===== src/rtl/ecc_sed_decoder_if.sv =====
// Codeword-in / decoded-word-out handshake bundle.
// slave modport is the decoder side, master the producer/consumer side.
interface ecc_sed_decoder_if #(
  parameter int DATA_WIDTH = 12
);
  logic                  enc_valid;
  logic [DATA_WIDTH:0]   enc_codeword;
  logic                  enc_ready;
  logic                  dec_valid;
  logic [DATA_WIDTH-1:0] dec_data;
  logic                  dec_error;
  logic                  dec_ready;

  modport master (
    output enc_valid,
    output enc_codeword,
    output dec_ready,
    input  enc_ready,
    input  dec_valid,
    input  dec_data,
    input  dec_error
  );

  modport slave (
    input  enc_valid,
    input  enc_codeword,
    input  dec_ready,
    output enc_ready,
    output dec_valid,
    output dec_data,
    output dec_error
  );
endinterface


===== src/rtl/ecc_sed_decoder.sv =====
// Even-parity SED checker with output FIFO and saturating statistics.
// Optional ECC_SED_DEC_DROP_ON_ERR_EN: count but drop erroneous words.
module ecc_sed_decoder #(
  parameter int DATA_WIDTH = 12,
  parameter int FIFO_DEPTH = 2,
  parameter int CNT_WIDTH  = 16
) (
  input  logic                 clk,
  input  logic                 rst,
  ecc_sed_decoder_if.slave     bus,
  input  logic                 cnt_clr,
  output logic [CNT_WIDTH-1:0] word_cnt,
  output logic [CNT_WIDTH-1:0] err_cnt,
  output logic                 err_sticky
);

  localparam int AW = $clog2(FIFO_DEPTH);
  localparam int EW = DATA_WIDTH + 1;

  localparam logic [AW:0] PTR_ONE =
    {{AW{1'b0}}, 1'b1};
  localparam logic [CNT_WIDTH-1:0] CNT_ONE =
    {{(CNT_WIDTH-1){1'b0}}, 1'b1};

  logic [AW:0]   wr_ptr;
  logic [AW:0]   rd_ptr;
  logic [EW-1:0] mem [FIFO_DEPTH];
  logic [EW-1:0] head;
  logic [EW-1:0] wr_entry;

  logic full;
  logic empty;
  logic err;
  logic push;
  logic pop;
  logic wr;

  logic [CNT_WIDTH-1:0] word_base;
  logic [CNT_WIDTH-1:0] err_base;

  assign full  = (wr_ptr[AW] != rd_ptr[AW]) &&
                 (wr_ptr[AW-1:0] == rd_ptr[AW-1:0]);
  assign empty = (wr_ptr == rd_ptr);

  assign err  = ^bus.enc_codeword;
  assign push = bus.enc_valid && bus.enc_ready;
  assign pop  = !empty && bus.dec_ready;

`ifdef ECC_SED_DEC_DROP_ON_ERR_EN
  assign wr       = push && !err;
  assign wr_entry = {1'b0, bus.enc_codeword[DATA_WIDTH-1:0]};
`else
  assign wr       = push;
  assign wr_entry = {err, bus.enc_codeword[DATA_WIDTH-1:0]};
`endif

  // Ready depends only on pointer state, never on dec_ready.
  assign bus.enc_ready = !full;
  assign bus.dec_valid = !empty;

  // Gate the head so stale storage never shows after reset.
  assign head          = mem[rd_ptr[AW-1:0]];
  assign bus.dec_data  = empty ? '0 : head[DATA_WIDTH-1:0];
  assign bus.dec_error = !empty && head[DATA_WIDTH];

  // Storage array; no reset needed, validity comes from the pointers.
  always_ff @(posedge clk) begin
    if (wr) begin
      mem[wr_ptr[AW-1:0]] <= wr_entry;
    end
  end

  // Pointer update; reset discards any buffered words.
  always_ff @(posedge clk) begin
    if (rst) begin
      wr_ptr <= '0;
      rd_ptr <= '0;
    end else begin
      if (wr) begin
        wr_ptr <= wr_ptr + PTR_ONE;
      end
      if (pop) begin
        rd_ptr <= rd_ptr + PTR_ONE;
      end
    end
  end

  // A clear coinciding with a push restarts counting from that push.
  assign word_base = cnt_clr ? '0 : word_cnt;
  assign err_base  = cnt_clr ? '0 : err_cnt;

  // Saturating statistics and sticky error flag.
  always_ff @(posedge clk) begin
    if (rst) begin
      word_cnt   <= '0;
      err_cnt    <= '0;
      err_sticky <= 1'b0;
    end else begin
      if (push && (word_base != '1)) begin
        word_cnt <= word_base + CNT_ONE;
      end else begin
        word_cnt <= word_base;
      end
      if (push && err && (err_base != '1)) begin
        err_cnt <= err_base + CNT_ONE;
      end else begin
        err_cnt <= err_base;
      end
      err_sticky <= (err_sticky && !cnt_clr) ||
                    (push && err);
    end
  end

endmodule

===== src/flat_wrapper.sv =====
// flat-port wrapper written by rule: the top's interface ports become plain ports
module ecc_sed_decoder_flat 
#(
  parameter int DATA_WIDTH = 12,
  parameter int FIFO_DEPTH = 2,
  parameter int CNT_WIDTH  = 16
)
  (clk, rst, cnt_clr, word_cnt, err_cnt, err_sticky, bus_enc_valid, bus_enc_codeword, bus_dec_ready, bus_enc_ready, bus_dec_valid, bus_dec_data, bus_dec_error);
  ecc_sed_decoder_if #(.DATA_WIDTH(DATA_WIDTH)) bus_i ();
  input  logic clk;
  input  logic rst;
  input  logic cnt_clr;
  output logic [CNT_WIDTH-1:0] word_cnt;
  output logic [CNT_WIDTH-1:0] err_cnt;
  output logic err_sticky;
  input wire logic [$bits(bus_i.enc_valid)-1:0] bus_enc_valid;
  input wire logic [$bits(bus_i.enc_codeword)-1:0] bus_enc_codeword;
  input wire logic [$bits(bus_i.dec_ready)-1:0] bus_dec_ready;
  output wire logic [$bits(bus_i.enc_ready)-1:0] bus_enc_ready;
  output wire logic [$bits(bus_i.dec_valid)-1:0] bus_dec_valid;
  output wire logic [$bits(bus_i.dec_data)-1:0] bus_dec_data;
  output wire logic [$bits(bus_i.dec_error)-1:0] bus_dec_error;
  assign bus_i.enc_valid = bus_enc_valid;
  assign bus_i.enc_codeword = bus_enc_codeword;
  assign bus_i.dec_ready = bus_dec_ready;
  assign bus_enc_ready = bus_i.enc_ready;
  assign bus_dec_valid = bus_i.dec_valid;
  assign bus_dec_data = bus_i.dec_data;
  assign bus_dec_error = bus_i.dec_error;
  ecc_sed_decoder #(.DATA_WIDTH(DATA_WIDTH), .FIFO_DEPTH(FIFO_DEPTH), .CNT_WIDTH(CNT_WIDTH)) u_core (.clk(clk), .rst(rst), .bus(bus_i), .cnt_clr(cnt_clr), .word_cnt(word_cnt), .err_cnt(err_cnt), .err_sticky(err_sticky));
endmodule

===== config.mk =====
export PLATFORM = sky130hd
export DESIGN_NAME = ecc_sed_decoder_flat
export DESIGN_NICKNAME = d
export VERILOG_FILES = /design/src/rtl/ecc_sed_decoder_if.sv /design/src/rtl/ecc_sed_decoder.sv /design/src/flat_wrapper.sv
export SDC_FILE = /design/constraint.sdc
export NUM_CORES = 1
export LEC_CHECK = 0
export ABC_AREA = 1
export CAP_MARGIN = 20
export CELL_PAD_IN_SITES_DETAIL_PLACEMENT = 0
export CELL_PAD_IN_SITES_GLOBAL_PLACEMENT = 1
export CORE_ASPECT_RATIO = 0.5
export CORE_MARGIN = 2
export CORE_UTILIZATION = 40
export DETAILED_ROUTE_END_ITERATION = 8
export GPL_TIMING_DRIVEN = 0
export PLACE_DENSITY = 0.83
export SETUP_SLACK_MARGIN = 0.4
export SLEW_MARGIN = 20
export SYNTH_ARGS = -nofsm -noshare
export SYNTH_HDL_FRONTEND = slang
export SYNTH_SLANG_ARGS = --single-unit

===== constraint.sdc =====
create_clock -name clk -period 4.2 [get_ports clk]
set_clock_uncertainty 0.1 [all_clocks]
set_input_delay 1.26 -clock clk [delete_from_list [all_inputs] [get_ports clk]]
set_output_delay 1.26 -clock clk [all_outputs]
set_load 0.005 [all_outputs]

## After elaboration in Yosys (flattened, before gate mapping)

Memory sizes are Yosys's and may differ from the RTL's. A register that Yosys moved wholly into a read port is not among the register bits.
Index checks and enable logic that the tools add are counted.
Widths: inputs -> output; s select.

- Add/subtract/negate cells: 4
- Equal/unequal tests: 5
- Mux-type cells: 9
- Reductions and logical operators: 13

Operators by type and width:

| cell | number |
|---|---|
| $mux 16 | 4 |
| $add 16x1->16 const B | 2 |
| $ne 16x16->1 const B | 2 |
| $reduce_xor 13->1 | 1 |
| $mux 12 | 1 |
| $logic_and 1x1->1 | 8 |
| $add 2x1->2 const B | 2 |
| $mux 1 | 4 |
| $logic_not 1->1 | 3 |
| $eq 2x2->1 | 1 |
| $eq 1x1->1 | 1 |
| $logic_or 1x1->1 | 1 |
| $ne 1x1->1 | 1 |

- Bits in registers: 37
- Memory bits (writable): 26
- Output and inout port bits: 48
- Memories: 1

Memories:

| memory | words | bits a word | rd ports | clocked after Yosys merged registers in | write ports | RTL line | RTL |
|---|---|---|---|---|---|---|---|
| u_core.mem | 2 | 13 | 1 | 1 | 1 | ecc_sed_decoder.sv:27 | `logic [EW-1:0] mem [FIFO_DEPTH];` |

## Depth between registers and ports, before layout

- Depth after elaboration: 7
- Mapped depth: 16

## Worst setup path before layout

Ideal clock, no wire load.

- Kind: input to register
- Start: in cnt_clr
- End: reg u_core.err_cnt[8]
- Arrival time: 3.082 ns
- Data required time: 4.030 ns
- Path slack: 0.948 ns
- Stages on the path: 15
- Buffers on the path: 3
- Cell sequence: inv_4 > buf_4 > buf_2 > nand2_1 > inv_1 > ha_1 > nand2_1 > nor2_4 > nand2_1 > nor2_1 > nand4_1 > nand3_2 > buf_6 > nand2_1 > a21oi_1

- Longest elaborated chain between the ends: 4
- Elaborated cells between the ends (all ways): 5
- Classes of those cells: add/sub (1); eq/ne (1); mux (2); reduce/logical (1)

RTL lines:

| item | RTL line | RTL |
|---|---|---|
| start: declaration | flat_wrapper.sv:12 | `input logic cnt_clr;` |
| $mux 16 * | ecc_sed_decoder.sv:90 | `assign err_base = cnt_clr ? '0 : err_cnt;` |
| parallel branches: the longest is 2 deep, another holds $add 16x1->16 | -- |  |
| $mux 16 * | ecc_sed_decoder.sv:104 | `if (push && err && (err_base != '1)) begin` |
| end signal: assignment | ecc_sed_decoder.sv:105 | `err_cnt <= err_base + CNT_ONE;` |
| end signal: assignment | ecc_sed_decoder.sv:107 | `err_cnt <= err_base;` |
| end: declaration | ecc_sed_decoder.sv:13 | `output logic [CNT_WIDTH-1:0] err_cnt,` |

Every way passes the cells marked *.
A chain may end at the register's enable or synchronous reset.

## Worst setup path in the final report

- Start: in cnt_clr
- End: reg u_core.err_cnt[12]

The elaborated chain is that of the path after synthesis.

==> metrics.txt <==
status=complete, no violations; remaining global-route overflow=0; Mapped Area=0.00351 mm^2; Crit-path slowest cell=dlygate4sd2_1; Area contributors post-synth=edfxtp_1 22%, dfxtp_1 22%, nand2_1 20%; reg-to-reg slack, setup=1.91 ns; Critical Path AT=3.79 ns; Routed Antenna Nets=0; Post-Syn Area per Cell=6.94 um^2; initial antenna violation count=0; Routed WL per cell=13.1 um; largest net degree at the start of global routing=17; worst-path cell chain=dlygate4sd2_1 -> inv_4 -> buf_4 -> buf_6 -> nand2_1 -> inv_1 -> ha_4 -> nand2_1 -> nor2_4 -> nand2_1 -> nor2_1 -> nand4_1 -> nand3_4 -> buf_6 -> nand2_1 -> a21oi_1; warnings from Yosys=0; total number of vias=3437; worst vdd ir=0.000234 V; Max-Cap Viols=0; sequential share of the synthesized area=43.9%; hold_buf cts=0; layout cells sized above 1=6.07%; asr flop ratio synth=0%; area occupied by multi-input gates=0.00171 mm^2; hpwl dp=6630 um; Synth Net Count=525; Final Cycle Share=86.7%; crit path time final=3.64 ns; Die Y=70.2 um; Largest stage delay, worst path=0.32 ns; Main synth FF type=dfxtp_1; chip width=136 um; drt first pass iters=5; post-DR vias/cell=4.84; first-pass GRT wire length=14600 um; cts bufs inserted=9; final hold vios=0; max-slew violation count=0; worst-path maximum fanout=10; Nets=608; crit path capture type=register; Slew @ Worst Pin=0.607 ns; Syn Inst Count=506; Yosys top cell by area=edfxtp_1; Reg area=0.00154 mm^2; fillers=878; number of remaining DRC errors=0; final wirelength=9310 um; Distinct cells, synth=33; die area=0.00959 mm^2; Tot Pwr=1.80 mW; Min Hold Slack=0.369 ns; worst skew pair latency=0.33 ns; setup_tns=0 ns; Post-synth EDFFs=26; Layout Area Growth over Synthesis=33.5%; critical path class=input pin to register; Final Cell Area=0.00469 mm^2; Worst EP required=4.35 ns; worst hold path class=register to register; Clock Path Buffers=2; RSZ-0062 raised after global routing=false; Detailed Route Iter0 Violations=242; Pwr Density=384 mW/mm^2; routability-driven placement congestion ratio=0.858; GR Util All Layers=19.9%; IO Port Bufs=65; startpoint types=input pin; vias in the first global route=2944; most used cell, CP=nand2_1; Worst-path clk slew=0.05 ns; final setup fails=0; top cell type's share of synthesized area=22.2%; Slew headroom=59.5%; flops & latches, synth=64; placed cell area=0.00432 mm^2; diode count=0; H-tree depth=3; Root Driver=clkbuf_16; Starting Density=40.7%; Static Leak=1.91 nW; CTS tree=built; clock sink total=64; fmax=275 MHz; row count=24; io pins=66; Core ar.=0.00862 mm^2
-- layer usage --
| metal | global-route usage (%) | routed length, um | up-vias |
|---|---|---|---|
| met1 | 28.2 | 4750 | 1543 |
| met3 | 5.74 | 500 | 9 |
| li1 | - | - | 1793 |
| met2 | 29.2 | 3960 | 92 |
| met4 | 5.90 | 94 | 0 |
| met5 | 0 | 0 | - |
-- per-stage QoR --
stage,util (%),std cells,setup WS [ns]
after floorplan,-,506,0.948
after global placement,50.0,688,-0.385
after detailed placement,50.1,689,-0.348
after CTS,53.7,705,0.438
after global routing,54.4,710,0.401
final,54.4,710,0.560
-- sequential cells by signal, summed over array words and instances (netlist names), named ones only --
name,flops
u_core.mem,26
u_core.rd_ptr,2
u_core.err_sticky,1
u_core.err_cnt,16
u_core.wr_ptr,2
u_core.word_cnt,16
-- worst max-delay path, delay by kind of cell --
family / cells / cell delay, ns
buf+inv: 6 / 1.08
simple gates: 8 / 1.10
fa+ha+maj: 1 / 0.18
compound gates: 1 / 0.16
-- final timing paths --
| check | from | endpoint | cells after the start |
|---|---|---|---|
| min | u_core.wr_ptr[1]$_SDFFE_PP0N_ | u_core.wr_ptr[1]$_SDFFE_PP0N_ | 1 |
| max | cnt_clr | u_core.err_cnt[12]$_SDFF_PP0_ | 16 |
| min reg2reg | u_core.wr_ptr[1]$_SDFFE_PP0N_ | u_core.wr_ptr[1]$_SDFFE_PP0N_ | 1 |
| max reg2reg | u_core.err_cnt[0]$_SDFF_PP0_ | u_core.err_cnt[12]$_SDFF_PP0_ | 12 |
-- cells by family after synthesis --
group | count (synthesis) | synth area share [%]
compound gates | 51 | 7.73
fa+ha+maj | 1 | 0.356
flops | 64 | 43.9
xor+xnor | 13 | 3.24
buf+inv | 72 | 8.38
simple gates | 305 | 36.4
-- synthesized netlist by cell type (2+ instances only) --
cell type	n
a21oi_1	40
nand4_1	20
edfxtp_1	26
nand2_2	3
buf_6	2
nand3_1	26
buf_1	2
o21ai_0	8
inv_1	54
nand2_1	184
clkbuf_1	7
xnor2_1	9
nor2_1	59
nor3_1	5
dfxtp_1	38
xor2_1	4
inv_2	2
buf_2	2
-- area by class of cell --
class	count	share of cell area [%]
buffer	14	1.71
clock inverter	6	1.60
inverter	58	4.70
timing repair buffer	71	14.8
sequential	64	32.9
multi-input combinational	371	36.4
tap	117	3.12
clock buffer	9	4.80
-- placed cells by master (no fill, tap or decap), types with 2 or more instances in the layout --
| cell type | Yosys | final |
|---|---|---|
| a21oi_1 | 40 | 40 |
| buf_1 | 2 | 2 |
| buf_4 | 1 | 7 |
| buf_6 | 2 | 3 |
| bufinv_16 | 0 | 2 |
| clkbuf_1 | 7 | 7 |
| clkbuf_16 | 0 | 9 |
| clkdlybuf4s50_1 | 0 | 64 |
| clkinv_1 | 1 | 5 |
| dfxtp_1 | 38 | 38 |
| edfxtp_1 | 26 | 26 |
| inv_1 | 54 | 54 |
| inv_2 | 2 | 2 |
| nand2_1 | 184 | 184 |
| nand2_2 | 3 | 3 |
| nand3_1 | 26 | 26 |
| nand4_1 | 20 | 20 |
| nor2_1 | 59 | 59 |
| nor3_1 | 5 | 5 |
| o21ai_0 | 8 | 8 |
| xnor2_1 | 9 | 9 |
| xor2_1 | 4 | 4 |
-- power by group --
group | leakage [nW] | total (mW) | switching [mW] | internal, mW
Sequential | 0.552 | 0.702 | 0.0154 | 0.686
Combinational | 1.21 | 0.329 | 0.183 | 0.146
Clock | 0.145 | 0.767 | 0.260 | 0.507
Total | 1.91 | 1.80 | 0.459 | 1.34
-- timing repair --
action                     4_1_cts  5_1_grt
gates cloned                     0        1
setup endpoints to repair       16       15
resized for setup                3        3
pin swaps                        0        1
setup buffers                    1        4
Power figures use the tool's default switching activity.
